$ cat src/rtl/cdb_arbiter.sv
// Common data bus arbiter: per-source result FIFOs drained round-robin onto
// two registered CDB broadcast ports, with back-pressure and ROB flush.
module cdb_arbiter #(
    parameter int NUM_SRC = 4,
    parameter int DEPTH   = 2
) (
    input  logic                   clk,
    input  logic                   rst,
    input  logic                   ROB_FLUSH_Flag,
    input  logic [NUM_SRC-1:0]     src_valid,
    input  logic [5*NUM_SRC-1:0]   src_ROBEN,
    input  logic [32*NUM_SRC-1:0]  src_data,
    input  logic [NUM_SRC-1:0]     src_exception,
    output logic [NUM_SRC-1:0]     src_ready,
    output logic [4:0]             out_ROBEN1,
    output logic [31:0]            out_Write_Data1,
    output logic                   out_EXCEPTION1,
    output logic [4:0]             out_ROBEN2,
    output logic [31:0]            out_Write_Data2,
    output logic                   out_EXCEPTION2,
    output logic                   busy
);

    localparam int IDX_W = $clog2(NUM_SRC);
    localparam int PTR_W = $clog2(DEPTH);
    localparam int CNT_W = $clog2(DEPTH + 1);
    localparam logic [CNT_W-1:0] DEPTH_C = CNT_W'(DEPTH);
    localparam logic [IDX_W-1:0] LAST_SRC = IDX_W'(NUM_SRC - 1);

    typedef struct packed {
        logic [4:0]  roben;
        logic [31:0] data;
        logic        exc;
    } entry_t;

    entry_t           mem    [NUM_SRC][DEPTH];
    logic [PTR_W-1:0] rd_ptr [NUM_SRC];
    logic [PTR_W-1:0] wr_ptr [NUM_SRC];
    logic [CNT_W-1:0] count  [NUM_SRC];
    logic [IDX_W-1:0] rr_ptr;

    logic [NUM_SRC-1:0] nonempty;
    logic [NUM_SRC-1:0] push;
    logic [NUM_SRC-1:0] pop;
    logic               grant_a_valid;
    logic               grant_b_valid;
    logic [IDX_W-1:0]   grant_a;
    logic [IDX_W-1:0]   grant_b;
    logic [IDX_W-1:0]   last_grant;
    logic [IDX_W-1:0]   rr_next;
    entry_t             head_a;
    entry_t             head_b;

    // Ready depends only on registered occupancy, so a same-cycle pop never
    // opens a slot and there is no path from the arbiter back to the sources.
    always_comb begin
        for (int i = 0; i < NUM_SRC; i++) begin
            nonempty[i]  = (count[i] != '0);
            src_ready[i] = (count[i] < DEPTH_C) && !rst && !ROB_FLUSH_Flag;
            push[i]      = src_valid[i] && src_ready[i] && (src_ROBEN[5*i +: 5] != 5'd0);
        end
        busy = (|nonempty) && !rst;
    end

    // NOTE: every signal driven here gets a default before any conditional
    // assignment, so no path leaves a value held and no latch is inferred.
    always_comb begin
        int               idx;
        logic [IDX_W-1:0] cand;
        grant_a_valid = 1'b0;
        grant_b_valid = 1'b0;
        grant_a       = '0;
        grant_b       = '0;
        idx           = 0;
        cand          = '0;
        for (int k = 0; k < NUM_SRC; k++) begin
            idx = int'(rr_ptr) + k;
            if (idx >= NUM_SRC) idx = idx - NUM_SRC;
            cand = IDX_W'(idx);
            if (nonempty[cand]) begin
                if (!grant_a_valid) begin
                    grant_a_valid = 1'b1;
                    grant_a       = cand;
                end else if (!grant_b_valid) begin
                    grant_b_valid = 1'b1;
                    grant_b       = cand;
                end
            end
        end

        pop = '0;
        if (grant_a_valid) pop[grant_a] = 1'b1;
        if (grant_b_valid) pop[grant_b] = 1'b1;

        last_grant = grant_b_valid ? grant_b : grant_a;
        rr_next    = (last_grant == LAST_SRC) ? '0 : last_grant + IDX_W'(1);

        head_a = grant_a_valid ? mem[grant_a][rd_ptr[grant_a]] : '0;
        head_b = grant_b_valid ? mem[grant_b][rd_ptr[grant_b]] : '0;
    end

    // NOTE: sequential state is updated only with non-blocking assignments so
    // every register samples the pre-edge values of the others.
    always_ff @(posedge clk) begin
        if (rst || ROB_FLUSH_Flag) begin
            rr_ptr          <= '0;
            out_ROBEN1      <= '0;
            out_Write_Data1 <= '0;
            out_EXCEPTION1  <= 1'b0;
            out_ROBEN2      <= '0;
            out_Write_Data2 <= '0;
            out_EXCEPTION2  <= 1'b0;
            for (int i = 0; i < NUM_SRC; i++) begin
                rd_ptr[i] <= '0;
                wr_ptr[i] <= '0;
                count[i]  <= '0;
            end
        end else begin
            if (grant_a_valid) rr_ptr <= rr_next;
            out_ROBEN1      <= head_a.roben;
            out_Write_Data1 <= head_a.data;
            out_EXCEPTION1  <= head_a.exc;
            out_ROBEN2      <= head_b.roben;
            out_Write_Data2 <= head_b.data;
            out_EXCEPTION2  <= head_b.exc;
            for (int i = 0; i < NUM_SRC; i++) begin
                if (push[i]) wr_ptr[i] <= wr_ptr[i] + PTR_W'(1);
                if (pop[i])  rd_ptr[i] <= rd_ptr[i] + PTR_W'(1);
                unique case ({push[i], pop[i]})
                    2'b10:   count[i] <= count[i] + CNT_W'(1);
                    2'b01:   count[i] <= count[i] - CNT_W'(1);
                    default: count[i] <= count[i];
                endcase
            end
        end
    end

    // NOTE: the storage array has no reset; count alone decides which
    // entries are live, so stale contents are never observed.
    always_ff @(posedge clk) begin
        for (int i = 0; i < NUM_SRC; i++) begin
            if (push[i]) begin
                mem[i][wr_ptr[i]] <= '{roben: src_ROBEN[5*i +: 5],
                                       data:  src_data[32*i +: 32],
                                       exc:   src_exception[i]};
            end
        end
    end

endmodule

$ cat config.mk
export PLATFORM = sky130hd
export DESIGN_NAME = cdb_arbiter
export DESIGN_NICKNAME = d
export VERILOG_FILES = /design/src/rtl/cdb_arbiter.sv
export SDC_FILE = /design/constraint.sdc
export NUM_CORES = 1
export LEC_CHECK = 0
export CAP_MARGIN = 20
export CORE_MARGIN = 4
export CORE_UTILIZATION = 55
export DETAILED_ROUTE_END_ITERATION = 7
export PLACE_DENSITY = 0.89
export SYNTH_ARGS = -nofsm -noshare
export SYNTH_HDL_FRONTEND = slang
export SYNTH_SLANG_ARGS = --single-unit
$ cat constraint.sdc
create_clock -name clk -period 6 [get_ports clk]
set_input_delay 0.9 -clock clk [delete_from_list [all_inputs] [get_ports clk]]
set_output_delay 0.9 -clock clk [all_outputs]
set_load 0.02 [all_outputs]
==> results.py, run 1 <==
metrics = {
    "finish": {
        "nets": 1797,
        "layout.core_utilization_pct": 69.6,
        "postLayoutCellArea_um2": 21500,
        "ratio_of_cells_with_drive_above_1_in_the_final_layout_pct": 11.5,
        "area_growth_from_synthesis_to_final_layout_pct": 23.5,
        "diodes": 0,
    },
    "clock_tree": {
        "clockBufferDepth": 3,
        "post-cts-setup-buffer-count": 0,
        "cts_inserted_buffers": 40,
        "clk_transition_reported_paths_ns": 0.07,
        "post_cts_resize_count": 0,
        "cts_htree_levels": 2,
        "clock_insertion_delay_worst_skew_ns": 0.54,
        "post_cts_hold_buffer_count": 0,
        "cts-root-buf": "sky130_fd_sc_hd__clkbuf_16",
        "cts.sink_count": 398,
        "tritoncts": "yes",
    },
    "logic_synthesis": {
        "post_synth_and_or_nand_nor_area_fraction_pct": 17.0,
        "postSynth.asyncResetShare_pct": 0,
        "synth_top_family_by_area": "simple AND/OR/NAND/NOR gates",
        "netlist_area_um2": 17400,
        "synth.top_cells.by_area": "sky130_fd_sc_hd__edfxtp_1 55%, sky130_fd_sc_hd__mux4_2 10%, sky130_fd_sc_hd__dfxtp_1 9.0%, sky130_fd_sc_hd__nand2_1 8.6%, sky130_fd_sc_hd__nand3_1 6.6%",
        "synth_xor_xnor_area_share_pct": 0.453,
        "synth-compound-area-share_pct": 4.05,
        "synthesis.area_per_instance_um2": 12.2,
        "yosys-mux-area-fraction_pct": 10.8,
        "yosysTopAreaCellShare_pct": 55.2,
        "ys_dominant_reg_cell": "sky130_fd_sc_hd__edfxtp_1",
        "yosysSeqAreaShare_pct": 64.2,
        "synth_edf_count": 320,
        "synth.net_count": 1596,
        "yosys.area_share.adder_pct": 0.575,
        "synthCells": 1429,
        "synth_area_leader_cell": "sky130_fd_sc_hd__edfxtp_1",
        "post_synth_most_frequent_cells": "399 x sky130_fd_sc_hd__nand2_1, 320 x sky130_fd_sc_hd__edfxtp_1, 230 x sky130_fd_sc_hd__nand3_1",
        "ys_types": 47,
        "yosys_warnings": 0,
        "synth.ff_latch_count": 398,
        "post-synth-top-count-cell": "sky130_fd_sc_hd__nand2_1",
    },
    "grt": {
        "global_route_wire_length_before_repair_um": 74300,
        "largest_net_degree_at_the_start_of_global_routing": 97,
        "globalRouteTotalUtil_pct": 28.4,
        "via_count_of_the_first_global_routing_pass": 13300,
        "antenna_found_initial": 0,
        "grt_overflow_total": 0,
    },
    "routing": {
        "routed_wirelength_um": 50100,
        "viasPerCell": 6.45,
        "wl_per_cell_um": 24.4,
        "detailroute.via_count": 13300,
        "detail_route.iter0.violations": 1944,
        "drcViolationCount": 0,
        "drt_pre_antenna_iters": 8,
        "count_of_antenna_violating_nets_left_after_detailed_routing": 0,
    },
    "critical_path": {
        "timing.setup.critical_path_class": "reg2reg",
        "path_max_fanout": 75,
        "cp.required_ns": 6.28,
        "slack_of_the_worst_reg_to_reg_path_ns": 1.68,
        "startpoint_of_the_worst_setup_timing_path": "rr_ptr[0]$_SDFFE_PN0N_",
        "r2r.worst_path.cells": 13,
        "timing.critical_path.to_type": "flop",
        "regToRegEndpoint": "count[2][1]$_SDFFCE_PP0P_",
        "setup.worst_path.end": "count[2][1]$_SDFFCE_PP0P_",
        "rr_startpoint": "rr_ptr[0]$_SDFFE_PN0N_",
        "timing.critical_path.arrival_ns": 4.60,
        "crit_path_start_kind": "flop",
    },
    "sta": {
        "timing_hold_violations_final": 0,
        "fin_setup_tns_ns": 0,
        "worst_hold_slack_ns": 0.577,
        "rsz_0062_raised_after_global_routing": "false",
        "min_period_over_period_pct": 72.0,
        "report.final.setup_viol": 0,
        "upper_clock_frequency_limit_ghz": 0.232,
        "worst_slew_pin_slew_ns": 1.23,
        "timing.max_slew.rel_slack_pct": 18.0,
        "slew_viol_final": 0,
        "period_minus_slack_ns": 4.32,
        "finClkSkew_ns": 0.0225,
    },
    "placement": {
        "dp_hpwl_um": 31600,
        "placedInstanceArea_um2": 20100,
        "gp_congestion": 0.916,
        "port_buffers": 239,
    },
    "power": {
        "power.share.sequential_pct": 26.3,
        "clockPowerShare_pct": 19.0,
        "switching_share_pct": 42.8,
        "share_comb_of_total_power_pct": 54.7,
        "ir_drop_mv": 0.550,
        "net-switching-power_mw": 5.60,
        "pwr_density_cell_nw_per_um2": 609,
        "leakagePower_nw": 7.61,
        "power_report.internal_total_mw": 7.49,
    },
    "floorplanning": {
        "initial_utilization_pct": 56.3,
        "die_area_um2": 34600,
        "chipHeight_um": 186,
        "core_area_um2": 30900,
        "die_x_um": 186,
        "floorplan.io_pins": 240,
        "rows": 64,
    },
    "job": {
        "max-cap-violations": 0,
    },
    "status": {
        "outcome": "completed",
    },
    "min_path": {
        "min-delay-path-class": "reg2reg",
    },
}
==> flip-flops by register name, indices dropped and copies added (netlist names) <==
signal / count
mem: 304
out_Write_Data1: 32
count: 8
out_EXCEPTION1: 1
rd_ptr: 4
wr_ptr: 4
out_ROBEN1: 5
out_EXCEPTION2: 1
rr_ptr: 2
out_Write_Data2: 32
out_ROBEN2: 5
==> stage by stage <==
| stage | power, mW | cells | setup slack, ns |
|---|---|---|---|
| after floorplan | 8.70 | 1429 | 1.99 |
| after global placement | 10.1 | 1981 | 1.92 |
| after CTS | 13.0 | 2055 | 1.67 |
| final | 13.1 | 2057 | 1.68 |
| after detailed placement | 10.4 | 1982 | 1.74 |
| after global routing | 13.8 | 2057 | 1.41 |
==> metal layers <==
layer,vias to the layer above,global-route usage (%),wire [um]
met4,0,14.4,2650
met5,-,0,0
li1,5619,-,-
met2,1163,48.3,24900
met1,6271,34.7,16500
met3,211,5.71,6110
==> cells in the final DEF, fill, tap and decap left out, drive strengths merged, types with 3 or more instances in the layout <==
master / instances
inv: 25
nand2: 399
edfxtp: 320
nand3: 230
buf: 21
mux4: 81
clkdlybuf4s50: 239
dfxtp: 78
or4: 4
nor2: 36
a31oi: 4
or2: 5
mux2i: 4
xor2: 3
bufinv: 3
clkinv: 14
ha: 8
a21oi: 80
o32a: 3
o211ai: 4
o21ai: 11
clkbuf: 46
nor3: 9
xnor2: 6
o221ai: 3
clkinvlp: 3
==> worst max-delay path, stage by stage (launching register included) <==
cell                       delay [ns]
sky130_fd_sc_hd__dfxtp_1         0.70
sky130_fd_sc_hd__inv_1           0.31
sky130_fd_sc_hd__mux4_2          0.32
sky130_fd_sc_hd__inv_1           0.08
sky130_fd_sc_hd__ha_1            0.27
sky130_fd_sc_hd__o22ai_1         0.14
sky130_fd_sc_hd__a221oi_4        0.43
sky130_fd_sc_hd__buf_4           0.79
sky130_fd_sc_hd__o32a_1          0.29
sky130_fd_sc_hd__inv_1           0.06
sky130_fd_sc_hd__ha_1            0.20
sky130_fd_sc_hd__xor2_1          0.17
sky130_fd_sc_hd__xnor2_1         0.15
sky130_fd_sc_hd__nor2_1          0.06
==> cell families after synthesis <==
kind of cell / after synthesis
flip-flops: 398
buffers and inverters: 119
AO/OA/AOI/OAI: 118
adder cells (fa/ha/maj): 8
multiplexers: 87
AND/OR/NAND/NOR: 690
XOR/XNOR: 9
==> power groups by stage <==
| stage | Combinational [mW] | Sequential, mW | Clock (mW) |
|---|---|---|---|
| 2_1_floorplan | 5.10 | 3.60 | 0 |
| 3_3_place_gp | 6.66 | 3.49 | 0 |
| 3_5_place_dp | 6.95 | 3.49 | 0 |
| 4_1_cts | 7.01 | 3.43 | 2.51 |
| 5_1_grt | 7.75 | 3.46 | 2.65 |
| 6_report | 7.16 | 3.44 | 2.49 |
==> worst min-delay path by stage <==
stage	start	endpoint	cells past startpoint	slack (ns)
after floorplan	count[3][0]$_DFFE_PP_	count[3][0]$_DFFE_PP_	1	0.54
after global placement	count[3][0]$_DFFE_PP_	count[3][0]$_DFFE_PP_	1	0.55
after detailed placement	count[3][0]$_DFFE_PP_	count[3][0]$_DFFE_PP_	1	0.57
after CTS	count[3][0]$_DFFE_PP_	count[3][0]$_DFFE_PP_	1	0.58
after global routing	count[3][0]$_DFFE_PP_	count[3][0]$_DFFE_PP_	1	0.60
final	count[3][0]$_DFFE_PP_	count[3][0]$_DFFE_PP_	1	0.58
==> layout make-up <==
type                            instances  area, um2
Clock inverter                         27        274
Sequential cell                       398      11200
Clock buffer                           46       1050
Timing Repair Buffer                  260       2590
Inverter                               18       67.6
Fill cell                            2009       9410
Multi-Input combinational cell        912       5840
Tap cell                              396        495
Power figures use the tool's default switching activity.
==> run 2: changes to the inputs <==
Clock period 6 ns to 4.2 ns, I/O delays scaled along.
==> run 2 against run 1 <==
Effect of this change: wire length up 1.4%; worst setup slack lost 1.3 ns; via count grew 0.11%; count of clock-buffer cells in the layout increased by 9; global-route usage grew 0.58 points; power is 47% higher; hold slack gained 0.047 ns; clock skew fell by 0.0023 ns; maximum frequency grew 12%; combinational power rose by 48%; critical endpoint is now out_Write_Data1[15]$_SDFF_PP0_; largest power group unchanged.
==> results.py, run 2 (synthesis gave the netlist of run 1 again) <==
metrics = {
    "routing": {
        "drt_pre_antenna_iters": 8,
        "viasPerCell": 6.38,
        "count_of_antenna_violating_nets_left_after_detailed_routing": 0,
        "detailroute.via_count": 13300,
        "drcViolationCount": 0,
        "routed_wirelength_um": 50800,
        "detail_route.iter0.violations": 1865,
        "wl_per_cell_um": 24.4,
    },
    "power": {
        "pwr_density_cell_nw_per_um2": 885,
        "switching_share_pct": 42.3,
        "share_comb_of_total_power_pct": 55.2,
        "power_report.internal_total_mw": 11.1,
        "totalPowerFinal_mw": 19.3,
        "ir_drop_mv": 0.817,
        "net-switching-power_mw": 8.15,
        "leakagePower_nw": 7.77,
        "clockPowerShare_pct": 19.5,
        "power.share.sequential_pct": 25.3,
    },
    "job": {
        "max-cap-violations": 0,
    },
    "critical_path": {
        "rr_startpoint": "rr_ptr[1]$_SDFFE_PN0N_",
        "timing.critical_path.arrival_ns": 4.24,
        "path_max_fanout": 51,
        "crit_path_start_kind": "flop",
        "regToRegEndpoint": "out_Write_Data1[15]$_SDFF_PP0_",
        "cp.required_ns": 4.59,
        "timing.critical_path.to_type": "flop",
        "timing.setup.critical_path_class": "reg2reg",
        "slack_of_the_worst_reg_to_reg_path_ns": 0.35,
        "r2r.worst_path.cells": 10,
    },
    "min_path": {
        "timing.hold.worst.start": "count[3][0]$_DFFE_PP_",
        "whs_endpoint": "count[3][0]$_DFFE_PP_",
        "holdPathStages": 1,
        "min-delay-path-class": "reg2reg",
    },
    "finish": {
        "area_growth_from_synthesis_to_final_layout_pct": 25.2,
        "layout_common_cells": "397 x sky130_fd_sc_hd__nand2_1, 320 x sky130_fd_sc_hd__edfxtp_1, 239 x sky130_fd_sc_hd__clkdlybuf4s50_1, 230 x sky130_fd_sc_hd__nand3_1, 81 x sky130_fd_sc_hd__mux4_2",
        "postLayoutCellArea_um2": 21800,
        "ratio_of_cells_with_drive_above_1_in_the_final_layout_pct": 12.5,
        "diodes": 0,
        "final-instance-count-excl-fill": 2080,
        "nets": 1819,
        "largest_reg_flops": 304,
        "fillerInstances": 1958,
        "final_common_cell": "sky130_fd_sc_hd__nand2_1",
    },
    "clock_tree": {
        "post_cts_resize_count": 0,
        "post-cts-setup-buffer-count": 0,
        "clockBufferDepth": 3,
        "clk_transition_reported_paths_ns": 0.06,
        "tritoncts": "yes",
        "clock_insertion_delay_worst_skew_ns": 0.53,
        "cts-root-buf": "sky130_fd_sc_hd__clkbuf_16",
        "cts_inserted_buffers": 40,
        "post_cts_hold_buffer_count": 0,
        "cts.sink_count": 398,
        "cts_htree_levels": 2,
    },
    "status": {
        "outcome": "completed",
    },
    "floorplanning": {
        "initial_utilization_pct": 56.3,
        "rows": 64,
        "die_area_um2": 34600,
        "floorplan.io_pins": 240,
        "core_area_um2": 30900,
        "chipHeight_um": 186,
        "die_x_um": 186,
    },
    "placement": {
        "dp.cells": 2006,
        "port_buffers": 239,
        "gp_congestion": 0.927,
        "placedInstanceArea_um2": 20400,
        "dp_hpwl_um": 32200,
        "detailedPlace.worstSlack_ns": 0.461,
    },
    "sta": {
        "slew_viol_final": 0,
        "period_minus_slack_ns": 3.85,
        "worst_slew_pin_slew_ns": 1.08,
        "rsz_0062_raised_after_global_routing": "false",
        "timing.max_slew.rel_slack_pct": 27.8,
        "fin_setup_tns_ns": 0,
        "finClkSkew_ns": 0.0202,
        "timing_hold_violations_final": 0,
        "min_period_over_period_pct": 91.7,
        "final.setup.worst_slack_ns": 0.348,
        "upper_clock_frequency_limit_ghz": 0.260,
        "report.final.setup_viol": 0,
    },
    "grt": {
        "via_count_of_the_first_global_routing_pass": 13700,
        "largest_net_degree_at_the_start_of_global_routing": 97,
        "global_route_wire_length_before_repair_um": 76100,
        "globalRouteTotalUtil_pct": 29.0,
        "antenna_found_initial": 1,
        "grt_overflow_total": 0,
    },
}
-- run 2: cell count changes in the layout (fill, tap and decap cells not counted), sizes merged --
cell	delta
clkbuf	+9
clkinvlp	-1
buf	+22
clkinv	-4
inv	-6
bufinv	+3
-- run 2: power groups by stage --
stage          Sequential (mW)  Combinational, mW  Clock [mW]
2_1_floorplan             5.14               7.29           0
3_3_place_gp              4.94               9.94           0
3_5_place_dp              4.95               10.3           0
4_1_cts                   4.88               10.4        3.80
5_1_grt                   4.91               11.4        3.97
6_report                  4.89               10.6        3.76
-- run 2: area by class of cell --
class | instances | area [um2] | area share (%)
clock buffer | 55 | 1140 | 5.23
clock inverter | 19 | 264 | 1.21
inverter | 18 | 67.6 | 0.310
multi-input combinational | 912 | 5840 | 26.8
sequential | 398 | 11200 | 51.3
tap | 396 | 495 | 2.27
timing repair buffer | 282 | 2820 | 12.9
-- run 2: per-stage QoR --
step           hold WS (ns)  utilization (%)
2_1_floorplan         0.540                -
3_3_place_gp          0.553             65.9
3_5_place_dp          0.612             66.0
4_1_cts               0.620             70.5
5_1_grt               0.639             70.5
6_report              0.624             70.5
-- run 2: how the worst max path moves through the flow --
stage                     slack [ns]                      start                              to  cells past startpoint
final                           0.35     rr_ptr[1]$_SDFFE_PN0N_  out_Write_Data1[15]$_SDFF_PP0_                     10
after global routing            0.17  count[1][0]$_SDFFCE_PP0P_       count[2][1]$_SDFFCE_PP0P_                     13
after CTS                       0.45     rr_ptr[1]$_SDFFE_PN0N_           count[3][1]$_DFFE_PP_                      9
after detailed placement        0.46     rr_ptr[1]$_SDFFE_PN0N_           count[3][0]$_DFFE_PP_                      9
after global placement          0.61     rr_ptr[1]$_SDFFE_PN0N_       count[2][1]$_SDFFCE_PP0P_                     13
after floorplan                 0.46             ROB_FLUSH_Flag            mem[3][38]$_DFFE_PP_                      5
-- run 2: per-layer routing --
layer / track usage (%) / up-vias / share of wire (%)
li1: - / 5669 / -
met1: 36.4 / 6156 / 33
met2: 48.1 / 1182 / 48
met3: 5.75 / 271 / 13
met4: 15.0 / 0 / 6.2
met5: 0 / - / 0
-- run 2: critical path: stages (launching register included) --
cell and delay (ns):
sky130_fd_sc_hd__dfxtp_1 0.64, sky130_fd_sc_hd__inv_1 0.27, sky130_fd_sc_hd__mux4_2 0.49, sky130_fd_sc_hd__inv_1 0.12, sky130_fd_sc_hd__ha_1 0.23, sky130_fd_sc_hd__o22ai_1 0.38, sky130_fd_sc_hd__a221o_4 0.45, sky130_fd_sc_hd__buf_4 0.64
sky130_fd_sc_hd__nand3_1 0.18, sky130_fd_sc_hd__nand3_1 0.18, sky130_fd_sc_hd__a21oi_1 0.11
